==> src/rtl/downselect_mask_ctrl_if.sv <==
// Command and select-stream bundles for downselect_mask_ctrl.
// cmd carries SET/CLR/CLEAR_ALL/COMMIT; axis carries the mask words.
interface dsm_cmd_if;
  logic        valid;
  logic [1:0]  op;
  logic [10:0] chan;
  logic        ready;

  modport master (
    output valid, op, chan,
    input  ready
  );
  modport slave (
    input  valid, op, chan,
    output ready
  );
endinterface

interface dsm_axis_if;
  logic        tvalid;
  logic [31:0] tdata;
  logic        tlast;
  logic        tready;

  modport master (
    output tvalid, tdata, tlast,
    input  tready
  );
  modport slave (
    input  tvalid, tdata, tlast,
    output tready
  );
endinterface

==> src/rtl/downselect_mask_ctrl.sv <==
// 2048-channel enable-mask shadow with atomic, optionally
// frame-aligned commit streaming into the downselect select FIFO.
module downselect_mask_ctrl #(
  parameter bit SYNC_COMMIT = 1'b1,
  parameter int NUM_WORDS   = 64
) (
  input  logic        clk,
  input  logic        sync_reset,
  dsm_cmd_if.slave    cmd,
  input  logic        frame_sync,
  dsm_axis_if.master  m_axis_select,
  output logic        busy,
  output logic [15:0] commit_count
);

  typedef enum logic [2:0] {
    S_IDLE,
    S_CLEAR,
    S_RMW_RD,
    S_RMW_WR,
    S_WAIT_SYNC,
    S_STREAM
  } state_t;

  localparam logic [1:0] OP_SET = 2'd0;
  localparam logic [1:0] OP_CLR = 2'd1;
  localparam logic [1:0] OP_CLA = 2'd2;
  localparam logic [5:0] LAST_W = 6'(NUM_WORDS - 1);

  state_t      r_state;
  state_t      w_state_nx;
  logic [31:0] r_mem [0:63];
  logic [31:0] r_rdata;
  logic [5:0]  r_addr;
  logic [5:0]  w_addr_nx;
  logic        r_op_clr;
  logic [10:0] r_chan;
  logic        r_tvalid;
  logic [15:0] r_count;

  logic        w_acc;
  logic        w_xfer;
  logic        w_last;
  logic        w_we;
  logic [5:0]  w_waddr;
  logic [5:0]  w_raddr;
  logic [31:0] w_wdata;
  logic [31:0] w_bit;

  assign cmd.ready = (r_state == S_IDLE);
  assign busy      = (r_state != S_IDLE);
  assign w_acc     = cmd.valid & cmd.ready;
  assign w_xfer    = r_tvalid & m_axis_select.tready;
  assign w_last    = (r_addr == LAST_W);
  assign w_bit     = 32'd1 << r_chan[4:0];

  assign m_axis_select.tvalid = r_tvalid;
  assign m_axis_select.tdata  = r_rdata;
  assign m_axis_select.tlast  = r_tvalid & w_last;
  assign commit_count         = r_count;

  always_comb begin
    w_state_nx = r_state;
    w_addr_nx  = r_addr;
    w_we       = 1'b0;
    w_waddr    = r_addr;
    w_wdata    = '0;
    w_raddr    = r_addr;
    unique case (r_state)
      S_IDLE: begin
        if (w_acc) begin
          unique case (cmd.op)
            OP_SET, OP_CLR: w_state_nx = S_RMW_RD;
            OP_CLA: begin
              w_state_nx = S_CLEAR;
              w_addr_nx  = '0;
            end
            default: begin
              w_state_nx = SYNC_COMMIT ? S_WAIT_SYNC
                                       : S_STREAM;
              w_addr_nx  = '0;
            end
          endcase
        end
      end
      S_CLEAR: begin
        w_we      = 1'b1;
        w_addr_nx = r_addr + 6'd1;
        if (w_last) w_state_nx = S_IDLE;
      end
      S_RMW_RD: begin
        w_raddr    = r_chan[10:5];
        w_state_nx = S_RMW_WR;
      end
      S_RMW_WR: begin
        w_we       = 1'b1;
        w_waddr    = r_chan[10:5];
        w_wdata    = r_op_clr ? (r_rdata & ~w_bit)
                              : (r_rdata | w_bit);
        w_state_nx = S_IDLE;
      end
      S_WAIT_SYNC: begin
        if (frame_sync) w_state_nx = S_STREAM;
      end
      S_STREAM: begin
        // Re-read the presented word while stalled so tdata
        // stays put; step the read address on each handshake.
        if (w_xfer) begin
          if (w_last) w_state_nx = S_IDLE;
          else        w_addr_nx  = r_addr + 6'd1;
        end
        w_raddr = w_addr_nx;
      end
      default: begin
        w_state_nx = S_CLEAR;
        w_addr_nx  = '0;
      end
    endcase
  end

  always_ff @(posedge clk) begin
    if (sync_reset) begin
      r_state  <= S_CLEAR;
      r_addr   <= '0;
      r_op_clr <= 1'b0;
      r_chan   <= '0;
      r_tvalid <= 1'b0;
      r_count  <= '0;
    end else begin
      r_state  <= w_state_nx;
      r_addr   <= w_addr_nx;
      r_tvalid <= (r_state == S_STREAM)
                & ~(w_xfer & w_last);
      if (w_acc) begin
        r_op_clr <= (cmd.op == OP_CLR);
        r_chan   <= cmd.chan;
      end
      if (r_state == S_STREAM && w_xfer && w_last)
        r_count <= r_count + 16'd1;
    end
  end

  always_ff @(posedge clk) begin
    if (w_we) r_mem[w_waddr] <= w_wdata;
  end

  always_ff @(posedge clk) begin
    if (sync_reset) r_rdata <= '0;
    else            r_rdata <= r_mem[w_raddr];
  end

endmodule

==> src/flat_wrapper.sv <==
// flat-port wrapper written by rule: the top's interface ports become plain ports
module downselect_mask_ctrl_flat 
#(
  parameter bit SYNC_COMMIT = 1'b1,
  parameter int NUM_WORDS   = 64
)
  (clk, sync_reset, frame_sync, busy, commit_count, cmd_valid, cmd_op, cmd_chan, cmd_ready, m_axis_select_tvalid, m_axis_select_tdata, m_axis_select_tlast, m_axis_select_tready);
  dsm_cmd_if cmd_i ();
  dsm_axis_if m_axis_select_i ();
  input  logic clk;
  input  logic sync_reset;
  input  logic frame_sync;
  output logic busy;
  output logic [15:0] commit_count;
  input wire logic [$bits(cmd_i.valid)-1:0] cmd_valid;
  input wire logic [$bits(cmd_i.op)-1:0] cmd_op;
  input wire logic [$bits(cmd_i.chan)-1:0] cmd_chan;
  output wire logic [$bits(cmd_i.ready)-1:0] cmd_ready;
  output wire logic [$bits(m_axis_select_i.tvalid)-1:0] m_axis_select_tvalid;
  output wire logic [$bits(m_axis_select_i.tdata)-1:0] m_axis_select_tdata;
  output wire logic [$bits(m_axis_select_i.tlast)-1:0] m_axis_select_tlast;
  input wire logic [$bits(m_axis_select_i.tready)-1:0] m_axis_select_tready;
  assign cmd_i.valid = cmd_valid;
  assign cmd_i.op = cmd_op;
  assign cmd_i.chan = cmd_chan;
  assign cmd_ready = cmd_i.ready;
  assign m_axis_select_tvalid = m_axis_select_i.tvalid;
  assign m_axis_select_tdata = m_axis_select_i.tdata;
  assign m_axis_select_tlast = m_axis_select_i.tlast;
  assign m_axis_select_i.tready = m_axis_select_tready;
  downselect_mask_ctrl #(.SYNC_COMMIT(SYNC_COMMIT), .NUM_WORDS(NUM_WORDS)) u_core (.clk(clk), .sync_reset(sync_reset), .cmd(cmd_i), .frame_sync(frame_sync), .m_axis_select(m_axis_select_i), .busy(busy), .commit_count(commit_count));
endmodule
==> config.mk <==
export PLATFORM = sky130hd
export DESIGN_NAME = downselect_mask_ctrl_flat
export DESIGN_NICKNAME = d
export VERILOG_FILES = /design/src/rtl/downselect_mask_ctrl_if.sv /design/src/rtl/downselect_mask_ctrl.sv /design/src/flat_wrapper.sv
export SDC_FILE = /design/constraint.sdc
export NUM_CORES = 2
export LEC_CHECK = 0
export ABC_CLOCK_PERIOD_IN_PS = 4300
export CORE_ASPECT_RATIO = 1.1
export CORE_UTILIZATION = 35
export CTS_CLUSTER_SIZE = 20
export DETAILED_ROUTE_END_ITERATION = 8
export RECOVER_POWER = 100
export SLEW_MARGIN = 25
export SYNTH_ARGS = -nofsm -noshare
export SYNTH_HDL_FRONTEND = slang
export SYNTH_SLANG_ARGS = --single-unit
==> constraint.sdc <==
create_clock -name clk -period 4.3 [get_ports clk]
set_input_delay 0.86 -clock clk [delete_from_list [all_inputs] [get_ports clk]]
set_output_delay 0.86 -clock clk [all_outputs]
set_load 0.02 [all_outputs]
==> results_dict.tcl <==
set metrics [dict create \
    status "complete, but fails checks" \
    violations "capacitance limit, slew limit" \
    async_flop_share 0 \
    synth_fa_ha_area_frac 0.000297 \
    comb_power_share 0.077 \
    crit_cells 12 \
    core.rowCount 188 \
    synthXorXnorAreaFrac 0.00125 \
    reg2regPathDepth 12 \
    ioPinCount 70 \
    fin_crit_sh 0.984 \
    fin_area_sq_um 99800 \
    clk_latency_ps 880 \
    muxShareOfSynthArea 0.0355 \
    setup_viol 0 \
    htreeDepth 4 \
    die_x_um 470 \
    first_pass_iters 8 \
    worstPathMaxFanout 14 \
    synth_edf_count 2048 \
    antenna_found_initial 18 \
    syn_inst 5949 \
    drv_cap 17 \
    crit_arrival_ps 4980 \
    fin_ws_ps 70.2 \
    yosys.area_share.simple 0.113 \
    vias 56300 \
    fin_util 0.418 \
    area_growth_pct 18.5 \
    p_sw_frac 0.233 \
    routed_wl_um 285000 \
    numClockSinks 2118 \
    synthFlopType "edfxtp_1" \
    ys_warn_count 0 \
    wl_per_cell_um 29.2 \
    path_clk_slew_ps 60 \
    fmax_mhz 236 \
    core_area_sq_um 239000 \
    path_class "reg -> reg" \
    synth_area_sq_um 84200 \
    root_buffer "clkbuf_16" \
    yosysUniqueCellTypes 82 \
    grt_first_pass_wirelength_um 401000 \
    final_common_cell "edfxtp_1" \
    drtIter0Drc 7810 \
    cts_tree "yes" \
    io_buffers 69 \
    pwr_density_cell_nw_per_um2 442 \
    antenna_left 0 \
    ir_drop_mv 0.398 \
    path_cells "ha_1 > and4_1 > a21oi_4 > buf_4 > a221o_4 > nand2_4 > clkbuf_4 > a21oi_1 > nor4_1 > nor4_4 > buf_12 > o32a_1" \
    crit_path_end_kind "flop" \
    hpwl_um 178000 \
    clk_path_buf_depth 3 \
    chipHeight_um 516 \
    cts_buffers 209 \
    layout.nets 6469 \
    place_area_sq_um 94400 \
    slowest_delay_ps 630 \
    p_leak_nw 34.4 \
    die_area_sq_um 243000 \
    slowest_stage "nor4_1" \
    min_path_cells 2 \
    slew_headroom -0.206 \
    power.share.clock 0.410 \
    pre_cts_slack_ps -365 \
    start_util 0.353 \
    power_frac_seq 0.514 \
    grt_max_degree 65 \
    intPower_mw 33.8 \
    place_congestion 0.919 \
    critPathRequiredTime_ps 5050 \
    fin_skew_ps 58.0 \
    drv_slew 656 \
    grt_pass1_vias 53400 \
    synth-compound-area-share 0.0784 \
    ys_seq_area_frac 0.747 \
    min_period_ps 4230 \
    crit_buf_inv 3 \
    worst_pin_slew_ps 1810 \
    routed_via_density 5.76 \
    critical-path-top-delay-family "simple AND/OR/NAND/NOR gates" \
    p_sw_mw 10.3 \
    post-route-drc-count 0 \
    rsz0062_at_grt "no" \
    cp-start-kind "flop" \
    overflow 0 \
    final_cell_mix "edfxtp_1 (2048), nand2_1 (1292), nand3_1 (393)" \
    hp-class "reg -> reg" \
    postSynthNetCount 5969 \
    grtUsageTotal 0.230 \
    post-cts-setup-buffer-count 0 \
    fin_tns_setup_ps 0 \
    ys_ff_latch 2118 \
    synth_area_per_cell_sq_um 14.2 \
    finalPower_mw 44.1 \
    drive_gt1_frac 0.149 \
    finalHoldViolations 0 \
    synth_top_family_by_area "simple AND/OR/NAND/NOR gates" \
]
## registers in the layout, summed over array words and instances, names as in the netlist
register,flops
u_core.r_op_clr,1
u_core.r_chan,11
u_core.m_axis_select.tdata,32
u_core.commit_count,16
u_core.r_mem,2048
u_core.m_axis_select.tvalid,1
u_core.r_addr,6
u_core.r_state,3
## path summary, 6_finish.rpt
path | from | to | slack, ps
worst max-delay path | u_core.r_addr[1] | u_core.m_axis_select.tdata[9] | 70
worst min register to register | u_core.commit_count[9] | u_core.commit_count[9] | 500
worst min-delay path | u_core.commit_count[9] | u_core.commit_count[9] | 500
worst max register to register | u_core.r_addr[1] | u_core.m_axis_select.tdata[9] | 70
## final cells by class
cell class | count | area (sq um)
fillers | 21500 | 139000
flip-flops and latches | 2118 | 62900
multi-input cells | 3418 | 19700
repair buffers | 690 | 6520
clock buffers | 276 | 5620
well taps | 3135 | 3920
clock inverters | 108 | 1080
inverters | 12 | 45.0
diodes | 11 | 27.5
## power by group through the flow
stage	Combinational [mW]	Clock, mW	Sequential (mW)
3_3_place_gp	3.35	0	23.1
2_1_floorplan	1.68	0	23.0
5_1_grt	3.53	19.0	22.6
3_5_place_dp	3.37	0	23.1
4_1_cts	3.39	18.2	22.7
6_report	3.38	18.1	22.7
## repair_timing
item / 4_1_cts / 5_1_grt
hold buffers: 0 / 0
endpoints found under the setup margin: 0 / 6
gates resized for setup: 0 / 7
## worst register-to-register path, stage by stage (launching register included)
cell and delay [ps]:
dfxtp_1 530, ha_1 310, and4_1 330, a21oi_4 110, buf_4 190, a221o_4 520, nand2_4 380, clkbuf_4 360
a21oi_1 60, nor4_1 630, nor4_4 180, buf_12 190, o32a_1 320
## synth_stat cells, drive strengths merged, types with 15 or more instances
| library cell | count | area [sq um] |
|---|---|---|
| dfxtp | 70 | 1400 |
| a31oi | 149 | 932 |
| nor3 | 26 | 130 |
| mux2i | 276 | 2780 |
| edfxtp | 2048 | 61500 |
| a311oi | 48 | 420 |
| mux2 | 17 | 191 |
| a211oi | 200 | 1500 |
| o211ai | 17 | 128 |
| o22ai | 52 | 325 |
| nand3 | 394 | 1970 |
| nor4 | 25 | 163 |
| a21oi | 164 | 832 |
| a221oi | 15 | 150 |
| o32a | 16 | 160 |
| clkbuf | 126 | 473 |
| nand4 | 42 | 263 |
| or3 | 41 | 257 |
| buf | 275 | 1550 |
| o21ai | 101 | 509 |
| nand2 | 1298 | 4880 |
| o221ai | 33 | 295 |
| nor2 | 133 | 527 |
| and3 | 162 | 1010 |
| a32oi | 75 | 657 |
## per-stage QoR
stage | hold WS [ps] | instances
finish | 502 | 9768
global route | 502 | 9760
CTS | 466 | 9757
detailed placement | 487 | 9373
global placement | 485 | 9372
floorplan | 448 | 5949
## routing by layer
metal | part of all wire | global-route usage
met5 | 0.00034 | 0
met2 | 0.46 | 0.370
met1 | 0.39 | 0.302
met4 | 0.043 | 0.0948
met3 | 0.10 | 0.0488
## logic make-up after synthesis
| family | after synthesis |
|---|---|
| muxes | 294 |
| and+or+nand+nor | 2163 |
| adders and majority gates | 2 |
| xor gates and xnor gates | 12 |
| DFF | 2118 |
| AOI/OAI and AO/OA | 947 |
| buffers and inverters | 413 |
(Power assumes the default switching activity.)
